==> config.mk <==
export PLATFORM = sky130hd
export DESIGN_NAME = vga_timing_gen
export DESIGN_NICKNAME = d
export VERILOG_FILES = /design/src/rtl/vga_timing_gen.sv
export SDC_FILE = /design/constraint.sdc
export NUM_CORES = 1
export LEC_CHECK = 0
export ABC_AREA = 1
export ABC_CLOCK_PERIOD_IN_PS = 3150
export BUFFER_PORTS_ARGS = -buffer_cell sky130_fd_sc_hd__buf_2
export CAP_MARGIN = 0
export CORE_ASPECT_RATIO = 0.6
export CORE_MARGIN = 2
export CORE_UTILIZATION = 50
export DETAILED_ROUTE_END_ITERATION = 16
export PLACE_DENSITY = 0.75
export SETUP_SLACK_MARGIN = 0.02
export SLEW_MARGIN = 10
export SYNTH_ARGS = -nofsm -noshare
export SYNTH_HDL_FRONTEND = slang
export SYNTH_SLANG_ARGS = --single-unit
==> constraint.sdc <==
create_clock -name vga_clk -period 3.15 [get_ports vga_clk]
set_input_delay 0.1575 -clock vga_clk [delete_from_list [all_inputs] [get_ports vga_clk]]
set_output_delay 0.1575 -clock vga_clk [all_outputs]
set_load 0.02 [all_outputs]
==> src/rtl/vga_timing_gen.sv <==
// vga_timing_gen: 1024x768@60 raster timing generator.
// Issues pixel coordinates PIX_LEAD cycles before the active window so that the
// pixel_data returned by the display block lines up with vga_de. The RGB565
// output is gated to zero during blanking.
// Optional build macro VGA_TEST_PATTERN_EN: replaces pixel_data with eight
// 128-pixel-wide vertical colour bars while the request outputs keep running.
module vga_timing_gen #(
  parameter int   H_SYNC   = 136,
  parameter int   H_BACK   = 160,
  parameter int   H_DISP   = 1024,
  parameter int   H_FRONT  = 24,
  parameter int   V_SYNC   = 6,
  parameter int   V_BACK   = 29,
  parameter int   V_DISP   = 768,
  parameter int   V_FRONT  = 3,
  parameter int   PIX_LEAD = 2,
  parameter logic SYNC_POL = 1'b0
) (
  input  logic        vga_clk,
  input  logic        sys_rst_n,
  input  logic [15:0] pixel_data,
  output logic [10:0] pixel_xpos,
  output logic [10:0] pixel_ypos,
  output logic        data_req,
  output logic        vga_hs,
  output logic        vga_vs,
  output logic        vga_de,
  output logic [15:0] vga_rgb,
  output logic        frame_start
);

  localparam int H_TOTAL = H_SYNC + H_BACK + H_DISP + H_FRONT;
  localparam int V_TOTAL = V_SYNC + V_BACK + V_DISP + V_FRONT;
  localparam int H_ACT   = H_SYNC + H_BACK;
  localparam int V_ACT   = V_SYNC + V_BACK;

  // Sized copies of the timing points so every compare is width-matched.
  localparam logic [10:0] H_LAST_C = 11'(H_TOTAL - 1);
  localparam logic [10:0] H_SYNC_C = 11'(H_SYNC);
  localparam logic [10:0] H_ACT_C  = 11'(H_ACT);
  localparam logic [10:0] H_END_C  = 11'(H_ACT + H_DISP);
  localparam logic [10:0] X_OFS_C  = 11'(H_ACT - PIX_LEAD);
  localparam logic [11:0] H_ACT_L  = 12'(H_ACT);
  localparam logic [11:0] H_END_L  = 12'(H_ACT + H_DISP);
  localparam logic [11:0] LEAD_L   = 12'(PIX_LEAD);
  localparam logic [9:0]  V_LAST_C = 10'(V_TOTAL - 1);
  localparam logic [9:0]  V_SYNC_C = 10'(V_SYNC);
  localparam logic [9:0]  V_ACT_C  = 10'(V_ACT);
  localparam logic [9:0]  V_END_C  = 10'(V_ACT + V_DISP);

  logic [10:0] r_h_cnt;
  logic [9:0]  r_v_cnt;

  logic        w_h_wrap;
  logic        w_v_wrap;
  logic        w_h_sync;
  logic        w_v_sync;
  logic        w_h_act;
  logic        w_v_act;
  logic [11:0] w_h_lead;
  logic        w_h_req;
  logic        w_req;
  logic        w_de;

  logic        r_hs;
  logic        r_vs;
  logic        r_de;
  logic        r_req;
  logic        r_fs;
  logic [10:0] r_xpos;
  logic [10:0] r_ypos;

  // Timing decode of the current counter position.
  assign w_h_wrap = (r_h_cnt == H_LAST_C);
  assign w_v_wrap = (r_v_cnt == V_LAST_C);
  assign w_h_sync = (r_h_cnt < H_SYNC_C);
  assign w_v_sync = (r_v_cnt < V_SYNC_C);
  assign w_h_act  = (r_h_cnt >= H_ACT_C) && (r_h_cnt < H_END_C);
  assign w_v_act  = (r_v_cnt >= V_ACT_C) && (r_v_cnt < V_END_C);
  // The lead is added in 12 bits so the request window can never wrap past
  // the end of the line into the next one.
  assign w_h_lead = {1'b0, r_h_cnt} + LEAD_L;
  assign w_h_req  = (w_h_lead >= H_ACT_L) && (w_h_lead < H_END_L);
  assign w_req    = w_h_req && w_v_act;
  assign w_de     = w_h_act && w_v_act;

  // Horizontal and vertical raster counters; v advances on the h wrap only.
  always_ff @(posedge vga_clk or negedge sys_rst_n) begin
    // NOTE: sequential state uses non-blocking assignments so every register
    // samples the pre-edge values of the others, independent of block order.
    if (!sys_rst_n) begin
      r_h_cnt <= '0;
      r_v_cnt <= '0;
    end else if (w_h_wrap) begin
      r_h_cnt <= '0;
      r_v_cnt <= w_v_wrap ? '0 : r_v_cnt + 10'd1;
    end else begin
      r_h_cnt <= r_h_cnt + 11'd1;
    end
  end

  // Registered sync, enable, request and frame-start outputs (one cycle
  // behind the counters, so all of them share the same alignment).
  always_ff @(posedge vga_clk or negedge sys_rst_n) begin
    if (!sys_rst_n) begin
      r_hs   <= ~SYNC_POL;
      r_vs   <= ~SYNC_POL;
      r_de   <= 1'b0;
      r_req  <= 1'b0;
      r_fs   <= 1'b0;
      r_xpos <= '0;
      r_ypos <= '0;
    end else begin
      r_hs   <= w_h_sync ? SYNC_POL : ~SYNC_POL;
      r_vs   <= w_v_sync ? SYNC_POL : ~SYNC_POL;
      r_de   <= w_de;
      r_req  <= w_req;
      r_fs   <= (r_h_cnt == 11'd0) && (r_v_cnt == 10'd0);
      r_xpos <= w_req ? (r_h_cnt - X_OFS_C) : 11'd0;
      r_ypos <= w_req ? {1'b0, r_v_cnt - V_ACT_C} : 11'd0;
    end
  end

  assign vga_hs      = r_hs;
  assign vga_vs      = r_vs;
  assign vga_de      = r_de;
  assign data_req    = r_req;
  assign frame_start = r_fs;
  assign pixel_xpos  = r_xpos;
  assign pixel_ypos  = r_ypos;

`ifdef VGA_TEST_PATTERN_EN
  logic [9:0]  r_col;
  logic [15:0] w_bar;

  // Active-column counter: 0 on the first vga_de cycle of each line.
  always_ff @(posedge vga_clk or negedge sys_rst_n) begin
    if (!sys_rst_n) begin
      r_col <= '0;
    end else if (w_de && r_de) begin
      r_col <= r_col + 10'd1;
    end else begin
      r_col <= '0;
    end
  end

  // Colour-bar lookup, 128 columns per bar.
  always_comb begin
    w_bar = 16'h0000;
    case (r_col[9:7])
      3'd0:    w_bar = 16'hFFFF;
      3'd1:    w_bar = 16'hFFE0;
      3'd2:    w_bar = 16'h07FF;
      3'd3:    w_bar = 16'h07E0;
      3'd4:    w_bar = 16'hF81F;
      3'd5:    w_bar = 16'hF800;
      3'd6:    w_bar = 16'h001F;
      default: w_bar = 16'h0000;
    endcase
  end

  assign vga_rgb = r_de ? w_bar : 16'h0000;
`else
  assign vga_rgb = r_de ? pixel_data : 16'h0000;
`endif

endmodule

==> qor.yml <==
skew_ns: 0.00924
setup_viol: 0
path_max_fanout: 22
avgViaCountPerCell: 5.11
hold-worst-slack_ns: 0.0205
num_antenna_cells: 0
fin_setup_tns_ns: 0
peakVddDrop_mv: 0.201
die_width_um: 98.5
drt_iter0_markers: 240
end_kind: "flip-flop"
final_util_pct: 59.6
fin_crit_ns: 2.18
maxSlewViolCount: 0
path_clk_slew_ns: 0.09
powerDensity_nw_per_um2: 321
status: "completed"
synth_warnings: 0
firstDrtPassIters: 5
crit_path_max_incr_delay_ns: 0.48
drive_gt1_share_pct: 25.2
port_buffers: 59
yosysSeqAreaShare_pct: 44.0
power_leakage_nw: 1.85
cts_buffers: 5
cp_slowest_cell: "dfrtp_1"
cts_resized: 0
cp-start-kind: "flip-flop"
synth.distinct_cells: 35
synthesis.area_um2: 2680
finalCritPeriodShare_pct: 69.3
async_reset_ff_share_pct: 100
num_rows: 20
p_comb_share_pct: 2.3
cap_violations: 0
cp_common_cell: "nor2_1"
initial_core_util_pct: 52.5
worstPathRequired_ns: 3.34
core_um2: 5100
critical_path_class: "flip-flop to flip-flop"
p_total_mw: 0.976
ys_ff_latch: 47
crit_chain: "ha_1 -> nand2_2 -> nor2_1 -> nor2_1 -> nor2_1 -> nand3_1 -> nand2_1 -> nand2_1 -> nand2_1 -> nand2_2 -> nand2_4 -> nor2_1"
synth_edf_count: 0
cts_htree_levels: 2
synthCells: 338
fp.dieArea_um2: 5980
area_delta_synth_final_pct: 13.6
antenna_found_initial: 0
yosys_most_used_dff: "dfrtp_1"
pwr-share-clk_pct: 36.0
clk-insertion-delay-late_ns: 0.31
place_inst: 448
synth.avg_cell_area_um2: 7.92
hold_buffers: 0
finalNonFillerCells: 455
wl_um: 5930
worst_slew_margin_rel_pct: 32.6
avgRoutedWirePerCell_um: 13.0
gp_congestion: 0.928
clockRootBuffer: "clkbuf_8"
ant_nets: 0
vias: 2325
grt_pass1_wl_um: 10100
mostFrequentLayoutCells: "inv_1 (60), nand2_1 (60), buf_2 (59)"
fmax_ghz: 0.458
p_switching_mw: 0.214
cp.arrival_ns: 2.37
drc: 0
die_h_um: 60.7
clk_path_buf_depth: 2
hold_viol_final: 0
worstMarginPinSlew_ns: 1.01
grtUsageTotal_pct: 21.7
ioPinCount: 61
grt_max_degree: 48
hold_class: "input port to asynchronous set/reset pin"
nets: 413
intPower_mw: 0.762
grt_overflow_total: 0
rsz0062_at_grt: "false"
dpl.hpwl_um: 4500
post_cts_buffers: 0
cts_sinks: 47
synth.net_count: 362
cts_tree: "yes"
grt_pass1_vias: 2125
p_sw_share_pct: 21.9
pwr-share-seq_pct: 61.8
==> power by group through the flow <==
| stage | Clock (mW) | Combinational, mW | Sequential, mW |
|---|---|---|---|
| after floorplan | 0 | 0.00199 | 0.615 |
| after global placement | 0 | 0.0228 | 0.615 |
| after detailed placement | 0 | 0.0232 | 0.615 |
| after CTS | 0.360 | 0.0234 | 0.603 |
| after global routing | 0.382 | 0.0254 | 0.603 |
| final | 0.351 | 0.0221 | 0.603 |
==> worst paths after layout <==
check,from,endpoint,slack (ns),cells past startpoint
setup / recovery,r_h_cnt[1],pixel_xpos[10],0.97,12
max in group asynchronous,sys_rst_n,r_v_cnt[0],2.51,1
hold reg to reg,r_v_cnt[0],pixel_ypos[0],0.52,1
setup reg to reg,r_h_cnt[1],pixel_xpos[10],0.97,12
min in group vga_clk,r_v_cnt[0],pixel_ypos[0],0.52,1
hold / removal,sys_rst_n,r_h_cnt[6],0.02,1
==> stage by stage <==
stage | setup WS, ns | cell area [um2]
6_report | 0.968 | 3040
5_1_grt | 0.736 | 3040
4_1_cts | 0.991 | 3040
3_5_place_dp | 1.04 | 2960
3_3_place_gp | 1.22 | 2960
2_1_floorplan | 1.39 | 2680
==> Yosys cell counts, types with 5 or more instances <==
master / number / share of area (%)
a21oi_1: 14 / 2.6
buf_2: 5 / 0.93
buf_4: 5 / 1.4
dfrtp_1: 45 / 42
ha_1: 6 / 2.8
inv_1: 60 / 8.4
nand2_1: 60 / 8.4
nand3_1: 13 / 2.4
nand4_1: 11 / 2.6
nor2_1: 31 / 4.3
nor2_2: 18 / 4.2
nor3_1: 13 / 2.4
o21ai_0: 8 / 1.5
xor2_1: 13 / 4.3
==> per-layer routing <==
metal | wire [um] | vias to the layer above | share of wire [%] | GRT usage [%]
li1 | - | 1145 | - | -
met1 | 2860 | 1060 | 48 | 31.0
met2 | 2410 | 114 | 41 | 32.8
met3 | 619 | 6 | 10 | 5.65
met4 | 48 | 0 | 0.81 | 7.63
met5 | 0 | - | 0 | 0
==> area by class of cell <==
type                    count  area (um2)
fillers                   446        2060
well taps                  66        82.6
inverters                  61         229
flip-flops and latches     47        1180
repair buffers             59         295
clock inverters             2        13.8
multi-input cells         215        1170
clock buffers               5        68.8
==> cells by family after synthesis <==
kind of cell	synth area share [%]
AND/OR/NAND/NOR	28.9
buffers and inverters	12.1
flip-flops	44.0
AO/OA/AOI/OAI	6.78
XOR/XNOR	5.23
adder cells (fa/ha/maj)	2.80
other	0.140
==> registers in the layout (all words and copies together) (netlist names) <==
register,flops
vga_de,1
frame_start,1
data_req,1
r_v_cnt,10
vga_hs,1
vga_vs,1
pixel_xpos,11
r_h_cnt,11
pixel_ypos,10
==> critical path: cells and delay by family (launching register included) <==
family	cells	cell delay, ns
flops	1	0.48
fa+ha+maj	1	0.28
simple gates	11	1.28
No activity file was read; power rests on OpenSTA's default activity.
